[src/rtl/br_pkg.sv]
// Shared branch-op encodings, BHT counter states and the conditional-branch decode helper.
// No timing of its own; pure type and function definitions.
package br_pkg;

    typedef enum logic [4:0] {
        OP_BEQ  = 5'b00000,
        OP_BNE  = 5'b00001,
        OP_BLT  = 5'b00100,
        OP_BGE  = 5'b00101,
        OP_BLTU = 5'b00110,
        OP_BGEU = 5'b00111,
        OP_JAL  = 5'b01111,
        OP_JALR = 5'b10111,
        OP_NOBR = 5'b10101
    } br_op_e;

    typedef enum logic [1:0] {
        SNT = 2'b00,
        WNT = 2'b01,
        WT  = 2'b10,
        ST  = 2'b11
    } bht_state_e;

    function automatic logic is_cond_br(input logic [4:0] op);
        logic res;
        res = 1'b0;
        case (op)
            OP_BEQ, OP_BNE, OP_BLT, OP_BGE, OP_BLTU, OP_BGEU: res = 1'b1;
            default: res = 1'b0;
        endcase
        return res;
    endfunction

endpackage

[src/rtl/bht_2bit.sv]
// Bimodal table of 2-bit saturating counters: combinational read, update lands on the next edge.
// No backpressure; a read and write to one index in the same cycle returns the pre-update value.
module bht_2bit
    import br_pkg::*;
#(
    parameter int ENTRIES = 64,
    parameter int XLEN    = 32
) (
    input  logic            clk,
    input  logic            rst_n,
    input  logic [XLEN-1:0] rd_pc_i,
    output logic            rd_taken_o,
    input  logic            upd_vld_i,
    input  logic [XLEN-1:0] upd_pc_i,
    input  logic            upd_taken_i
);
    localparam int IDX_W = $clog2(ENTRIES);

    bht_state_e cnt_q [ENTRIES];
    bht_state_e cnt_d [ENTRIES];
    bht_state_e cnt_nxt;

    logic [IDX_W-1:0] rd_idx;
    logic [IDX_W-1:0] upd_idx;

    assign rd_idx     = rd_pc_i[IDX_W+1:2];
    assign upd_idx    = upd_pc_i[IDX_W+1:2];
    assign rd_taken_o = cnt_q[rd_idx] inside {WT, ST};

    always_comb begin
        cnt_d = cnt_q;
        case (cnt_q[upd_idx])
            SNT:     cnt_nxt = upd_taken_i ? WNT : SNT;
            WNT:     cnt_nxt = upd_taken_i ? WT  : SNT;
            WT:      cnt_nxt = upd_taken_i ? ST  : WNT;
            default: cnt_nxt = upd_taken_i ? ST  : WT;
        endcase
        if (upd_vld_i) begin
            cnt_d[upd_idx] = cnt_nxt;
        end
    end

    always_ff @(posedge clk or negedge rst_n) begin
        if (!rst_n) begin
            for (int i = 0; i < ENTRIES; i++) begin
                cnt_q[i] <= WNT;
            end
        end else begin
            cnt_q <= cnt_d;
        end
    end

    // PC bits outside the index field do not select a counter.
    logic unused_pc_bits;
    assign unused_pc_bits = ^{rd_pc_i[1:0], rd_pc_i[XLEN-1:IDX_W+2],
                              upd_pc_i[1:0], upd_pc_i[XLEN-1:IDX_W+2]};

endmodule

[src/rtl/branch_resolve_unit.sv]
// Resolves branch direction and next PC, flags mispredicts, trains the BHT, counts branches.
// Latency 1 cycle; no backpressure, a request may be accepted every cycle.
module branch_resolve_unit
    import br_pkg::*;
#(
    parameter int XLEN        = 32,
    parameter int BHT_ENTRIES = 64,
    parameter int CNT_W       = 32
) (
    input  logic             clk,
    input  logic             rst_n,
    input  logic             valid_i,
    input  logic             flush_i,
    input  logic [4:0]       br_op_i,
    input  logic [XLEN-1:0]  rs1_i,
    input  logic [XLEN-1:0]  rs2_i,
    input  logic [XLEN-1:0]  pc_i,
    input  logic [XLEN-1:0]  target_i,
    input  logic             pred_taken_i,
    input  logic [XLEN-1:0]  fetch_pc_i,
    output logic             pred_taken_o,
    output logic             valid_o,
    output logic             taken_o,
    output logic             mispredict_o,
    output logic [XLEN-1:0]  redirect_pc_o,
    output logic             op_err_o,
    input  logic             clr_cnt_i,
    output logic [CNT_W-1:0] br_cnt_o,
    output logic [CNT_W-1:0] mispred_cnt_o
);
    typedef struct packed {
        logic            vld;
        logic            taken;
        logic            mispredict;
        logic            op_err;
        logic [XLEN-1:0] redirect_pc;
    } res_t;

    res_t             res_d, res_q;
    logic [CNT_W-1:0] br_cnt_d, br_cnt_q;
    logic [CNT_W-1:0] mispred_cnt_d, mispred_cnt_q;
    logic             accept, cond_br, taken, op_err, mispredict;
    logic             eq, lt_s, lt_u;

    assign accept     = valid_i & ~flush_i;
    assign cond_br    = is_cond_br(br_op_i);
    assign mispredict = taken ^ pred_taken_i;

    always_comb begin
        eq     = (rs1_i == rs2_i);
        lt_s   = ($signed(rs1_i) < $signed(rs2_i));
        lt_u   = (rs1_i < rs2_i);
        taken  = 1'b0;
        op_err = 1'b0;
        case (br_op_i)
            OP_BEQ:          taken = eq;
            OP_BNE:          taken = ~eq;
            OP_BLT:          taken = lt_s;
            OP_BGE:          taken = ~lt_s;
            OP_BLTU:         taken = lt_u;
            OP_BGEU:         taken = ~lt_u;
            OP_JAL, OP_JALR: taken = 1'b1;
            OP_NOBR:         taken = 1'b0;
            default:         op_err = 1'b1;
        endcase
    end

    // Flags drop to zero between results; the redirect PC is held for the PC-select mux.
    always_comb begin
        res_d            = res_q;
        res_d.vld        = accept;
        res_d.taken      = accept & taken;
        res_d.mispredict = accept & mispredict;
        res_d.op_err     = accept & op_err;
        if (accept) begin
            res_d.redirect_pc = taken ? target_i : pc_i + XLEN'(4);
        end
    end

    always_comb begin
        br_cnt_d      = br_cnt_q;
        mispred_cnt_d = mispred_cnt_q;
        if (clr_cnt_i) begin
            br_cnt_d      = '0;
            mispred_cnt_d = '0;
        end else if (accept && cond_br) begin
            if (!(&br_cnt_q)) begin
                br_cnt_d = br_cnt_q + CNT_W'(1);
            end
            if (mispredict && !(&mispred_cnt_q)) begin
                mispred_cnt_d = mispred_cnt_q + CNT_W'(1);
            end
        end
    end

    always_ff @(posedge clk or negedge rst_n) begin
        if (!rst_n) begin
            res_q         <= '0;
            br_cnt_q      <= '0;
            mispred_cnt_q <= '0;
        end else begin
            res_q         <= res_d;
            br_cnt_q      <= br_cnt_d;
            mispred_cnt_q <= mispred_cnt_d;
        end
    end

    assign valid_o       = res_q.vld;
    assign taken_o       = res_q.taken;
    assign mispredict_o  = res_q.mispredict;
    assign op_err_o      = res_q.op_err;
    assign redirect_pc_o = res_q.redirect_pc;
    assign br_cnt_o      = br_cnt_q;
    assign mispred_cnt_o = mispred_cnt_q;

    bht_2bit #(
        .ENTRIES (BHT_ENTRIES),
        .XLEN    (XLEN)
    ) u_bht (
        .clk         (clk),
        .rst_n       (rst_n),
        .rd_pc_i     (fetch_pc_i),
        .rd_taken_o  (pred_taken_o),
        .upd_vld_i   (accept & cond_br),
        .upd_pc_i    (pc_i),
        .upd_taken_i (taken)
    );

endmodule

[config.mk]
export PLATFORM = sky130hd
export DESIGN_NAME = branch_resolve_unit
export DESIGN_NICKNAME = d
export VERILOG_FILES = /design/src/rtl/br_pkg.sv /design/src/rtl/bht_2bit.sv /design/src/rtl/branch_resolve_unit.sv
export SDC_FILE = /design/constraint.sdc
export NUM_CORES = 1
export LEC_CHECK = 0
export ABC_AREA = 0
export CAP_MARGIN = 15
export CELL_PAD_IN_SITES_DETAIL_PLACEMENT = 0
export CELL_PAD_IN_SITES_GLOBAL_PLACEMENT = 1
export CORE_ASPECT_RATIO = 0.75
export CORE_UTILIZATION = 42
export CTS_CLUSTER_DIAMETER = 150
export CTS_CLUSTER_SIZE = 25
export DETAILED_ROUTE_END_ITERATION = 10
export PLACE_DENSITY = 0.95
export SYNTH_ARGS = -nofsm -noshare
export SYNTH_HDL_FRONTEND = slang
export SYNTH_SLANG_ARGS = --single-unit
export TNS_END_PERCENT = 20
[constraint.sdc]
create_clock -name clk -period 11.5 [get_ports clk]
set_input_delay 2.3 -clock clk [delete_from_list [all_inputs] [get_ports clk]]
set_output_delay 2.3 -clock clk [all_outputs]
set_load 0.005 [all_outputs]
==> flow_summary.json <==
{
  "number_of_levels_the_h_tree_was_split_into": 1,
  "firstDrtPassIters": 7,
  "drc_errors": 0,
  "grt_setup_unrepaired": "no",
  "core.rowCount": 54,
  "critical-path-top-cell-by-count": "sky130_fd_sc_hd__mux4_2",
  "hold_crit_path_type": "flop to flop",
  "clock_sinks": 228,
  "cts_buffer_depth": 3,
  "max_cap_violations": 0,
  "timing.slew.headroom_pct": 29.5,
  "grt_antenna_before_repair": 1,
  "yosys.cell_types.count": 58,
  "die_area_mm2": 0.0312,
  "post_synth.cell_area_avg_um2": 9.08,
  "ff_latch_area_mm2": 0.00579,
  "async_flop_share_pct": 100,
  "placed_cell_area_mm2": 0.0155,
  "timing.setup.critical_path_class": "primary input to output pin",
  "final_layout_setup_total_negative_slack_ps": 0,
  "kind_of_launch_point_of_the_worst_setup_path": "primary input",
  "synthesis.yosys.warnings": 0,
  "syn_to_final_growth_pct": 24.4,
  "mostFrequentLayoutCell": "sky130_fd_sc_hd__nand2_1",
  "ant_nets": 0,
  "die_w_um": 204,
  "critical_path_peak_fanout": 9,
  "worst_clock_skew_ps": 45.2,
  "cp-end-kind": "output pin",
  "hp-start": "u_bht.cnt_q[10]$_DFFE_PN1P_",
  "rr_startpoint": "u_bht.cnt_q[38]$_DFFE_PN1P_",
  "layout.core_utilization_pct": 54.0,
  "timing_worst_slew_pin_value_ps": 1050,
  "timing.final.setup_violations": 0,
  "netlist_instances": 1410,
  "fmax_mhz": 131,
  "gp_congestion": 0.918,
  "post_route_cells_drive_above_1_share_pct": 9.86,
  "starting_density_pct": 43.4,
  "ios": 272,
  "cts-root-buf": "sky130_fd_sc_hd__clkbuf_16",
  "worst_path_largest_cell_delay_ps": 840,
  "detail_route.wl_per_cell_um": 19.1,
  "layout.cell_area.non_filler_mm2": 0.0159,
  "post-cts-setup-buffer-count": 0,
  "maximum_number_of_pins_on_one_net_before_global_route_repair": 94,
  "die_y_um": 153,
  "power_density_over_cell_area_mw_per_mm2": 100,
  "crit_chain": "clkdlybuf4s50_1 -> buf_8 -> mux4_2 -> mux4_2 -> mux4_2 -> clkdlybuf4s50_1",
  "timing.final.hold_violations": 0,
  "dominantRegCellSynth": "sky130_fd_sc_hd__dfrtp_1",
  "run_status": "finished clean",
  "placeableCoreArea_mm2": 0.0295,
  "total_wirelength_of_the_detailed_routed_design_mm": 38.4,
  "clock_buffer_count_from_cts": 13,
  "synth-seq-cells": 228,
  "seq_area_frac_synth_pct": 45.2,
  "tritoncts": "done",
  "via_count": 11400,
  "holdBufCountCts": 0,
  "worstReg2RegEnd": "u_bht.cnt_q[55]$_DFFE_PN0P_",
  "min_period_ps": 7660,
  "avgViaCountPerCell": 5.67,
  "placedCellCount": 1993,
  "cp.arrival_ps": 5360,
  "regToRegSetupSlack_ps": 8260,
  "total_leakage_power_nw": 6.20,
  "drt_first_iter_violations": 843,
  "post-route-period-util_pct": 66.6,
  "place.detailed.hpwl_mm": 27.6,
  "cts.reportedPaths.clkPinSlew_ps": 110,
  "buffer_ports.inserted": 245,
  "cp_data_required_time_ps": 9200,
  "clk-insertion-delay-late_ps": 490,
  "ff2ff_path_depth": 10,
  "maxSlewViolCount": 0,
  "fill_cells": 2659,
  "overflow": 0,
  "crit_path_top_delay_cell": "sky130_fd_sc_hd__clkdlybuf4s50_1",
  "post_cts_resized": 0,
  "hold-path-cell-count": 2,
  "grt.total_usage_pct": 24.6,
  "first_pass_grt_wire_length_mm": 61.3,
  "final_nets": 1824,
  "via_count_of_the_first_global_routing_pass": 11200,
  "layout_common_cells": "sky130_fd_sc_hd__nand2_1 (278), sky130_fd_sc_hd__clkdlybuf4s50_1 (242), sky130_fd_sc_hd__dfrtp_1 (164)",
  "synth_enable_flop_cells": 0,
  "cp_num_buf_inv": 3,
  "timing.hold.worst_endpoint": "u_bht.cnt_q[10]$_DFFE_PN1P_",
  "post_synth_instance_area_mm2": 0.0128,
  "ir_worst_vdd_v": 0.0000708,
  "area_of_the_multi_input_gates_mm2": 0.00651,
  "critical-path-top-delay-family": "buffers and inverters",
  "post_layout_nonfiller_instances": 2016,
  "syn_nets": 1616
}
[flip-flops by register name, summed over array words and instances (netlist names)]
name,count
u_bht.cnt_q,128
br_cnt_o,32
valid_o,1
taken_o,1
mispred_cnt_o,32
op_err_o,1
mispredict_o,1
redirect_pc_o,32
[metrics by stage]
step / setup slack, ps / hold slack (ps) / power [mW]
after CTS: 3520 / 468 / 1.61
after floorplan: 4490 / 440 / 0.973
after global routing: 3720 / 480 / 1.67
final: 3840 / 467 / 1.60
after detailed placement: 3510 / 452 / 1.12
after global placement: 3520 / 448 / 1.11
[worst reg2reg max path, stage by stage (launching register included)]
cell and delay, ps:
sky130_fd_sc_hd__dfstp_2 390, sky130_fd_sc_hd__mux2_2 260, sky130_fd_sc_hd__a221oi_1 270, sky130_fd_sc_hd__a21oi_1 70, sky130_fd_sc_hd__a221o_1 300, sky130_fd_sc_hd__a22oi_1 280
sky130_fd_sc_hd__nand4b_1 170, sky130_fd_sc_hd__inv_1 90, sky130_fd_sc_hd__maj3_2 630, sky130_fd_sc_hd__buf_4 500, sky130_fd_sc_hd__o21ai_0 170
[power breakdown]
part | internal, mW | switching (mW)
combinational | 0.122 | 0.141
clock | 0.218 | 0.276
sequential | 0.829 | 0.0138
[worst max-delay path by stage]
stage / slack [ps] / end / start / cells after the start
after detailed placement: 3510 / pred_taken_o / fetch_pc_i[2] / 5
final: 3840 / pred_taken_o / fetch_pc_i[2] / 6
after floorplan: 4490 / pred_taken_o / fetch_pc_i[2] / 5
after global placement: 3520 / pred_taken_o / fetch_pc_i[2] / 5
after CTS: 3520 / pred_taken_o / fetch_pc_i[2] / 5
after global routing: 3720 / pred_taken_o / fetch_pc_i[2] / 6
[metal layers]
layer  global-route usage [%]  wire length [um]  vias to the layer above
met4                     5.37               798                        0
li1                         -                 -                     5401
met3                     4.78              3240                       60
met2                     39.3             17500                      488
met5                        0                 0                        -
met1                     34.6             16900                     5476
[layout make-up]
class / count / share of cell area [%]
multi-input combinational: 1064 / 40.9
inverter: 50 / 1.18
timing repair buffer: 261 / 16.2
clock inverter: 1 / 0.188
clock buffer: 19 / 2.18
antenna: 1 / 0.0157
sequential: 228 / 36.3
tap: 392 / 3.08
[Yosys cell counts, types with 10 or more instances]
master / n / area (um^2)
sky130_fd_sc_hd__nand3_1: 40 / 200
sky130_fd_sc_hd__dfrtp_1: 164 / 4100
sky130_fd_sc_hd__and4_1: 12 / 105
sky130_fd_sc_hd__mux4_2: 25 / 563
sky130_fd_sc_hd__a21oi_1: 72 / 360
sky130_fd_sc_hd__inv_1: 50 / 188
sky130_fd_sc_hd__and2_1: 13 / 81.3
sky130_fd_sc_hd__ha_1: 35 / 438
sky130_fd_sc_hd__and3_1: 15 / 93.8
sky130_fd_sc_hd__nor2b_1: 12 / 75.1
sky130_fd_sc_hd__xor2_1: 42 / 368
sky130_fd_sc_hd__buf_2: 19 / 95.1
sky130_fd_sc_hd__a221oi_1: 19 / 166
sky130_fd_sc_hd__o21ai_0: 66 / 330
sky130_fd_sc_hd__clkbuf_1: 33 / 124
sky130_fd_sc_hd__nor2_1: 107 / 402
sky130_fd_sc_hd__a22oi_1: 14 / 105
sky130_fd_sc_hd__dfstp_2: 64 / 1680
sky130_fd_sc_hd__or3_1: 14 / 87.6
sky130_fd_sc_hd__o21ai_1: 118 / 591
sky130_fd_sc_hd__mux2i_1: 10 / 100
sky130_fd_sc_hd__nand2_1: 279 / 1050
sky130_fd_sc_hd__nand4_1: 28 / 175
sky130_fd_sc_hd__nor3_1: 13 / 65.1
sky130_fd_sc_hd__mux2_2: 23 / 259
sky130_fd_sc_hd__xnor2_1: 23 / 201
[logic make-up (layout without fill, tap and decap cells)]
| kind of cell | count (synthesis) | after routing | share of synthesized area (%) |
|---|---|---|---|
| simple gates | 563 | 563 | 20.0 |
| buf+inv | 118 | 331 | 4.03 |
| compound gates | 341 | 341 | 15.5 |
| fa+ha+maj | 37 | 37 | 3.60 |
| other cells | 0 | 1 | 0 |
| mux | 58 | 58 | 7.20 |
| xor+xnor | 65 | 65 | 4.45 |
| flops | 228 | 228 | 45.2 |
Power figures use the tool's default switching activity.
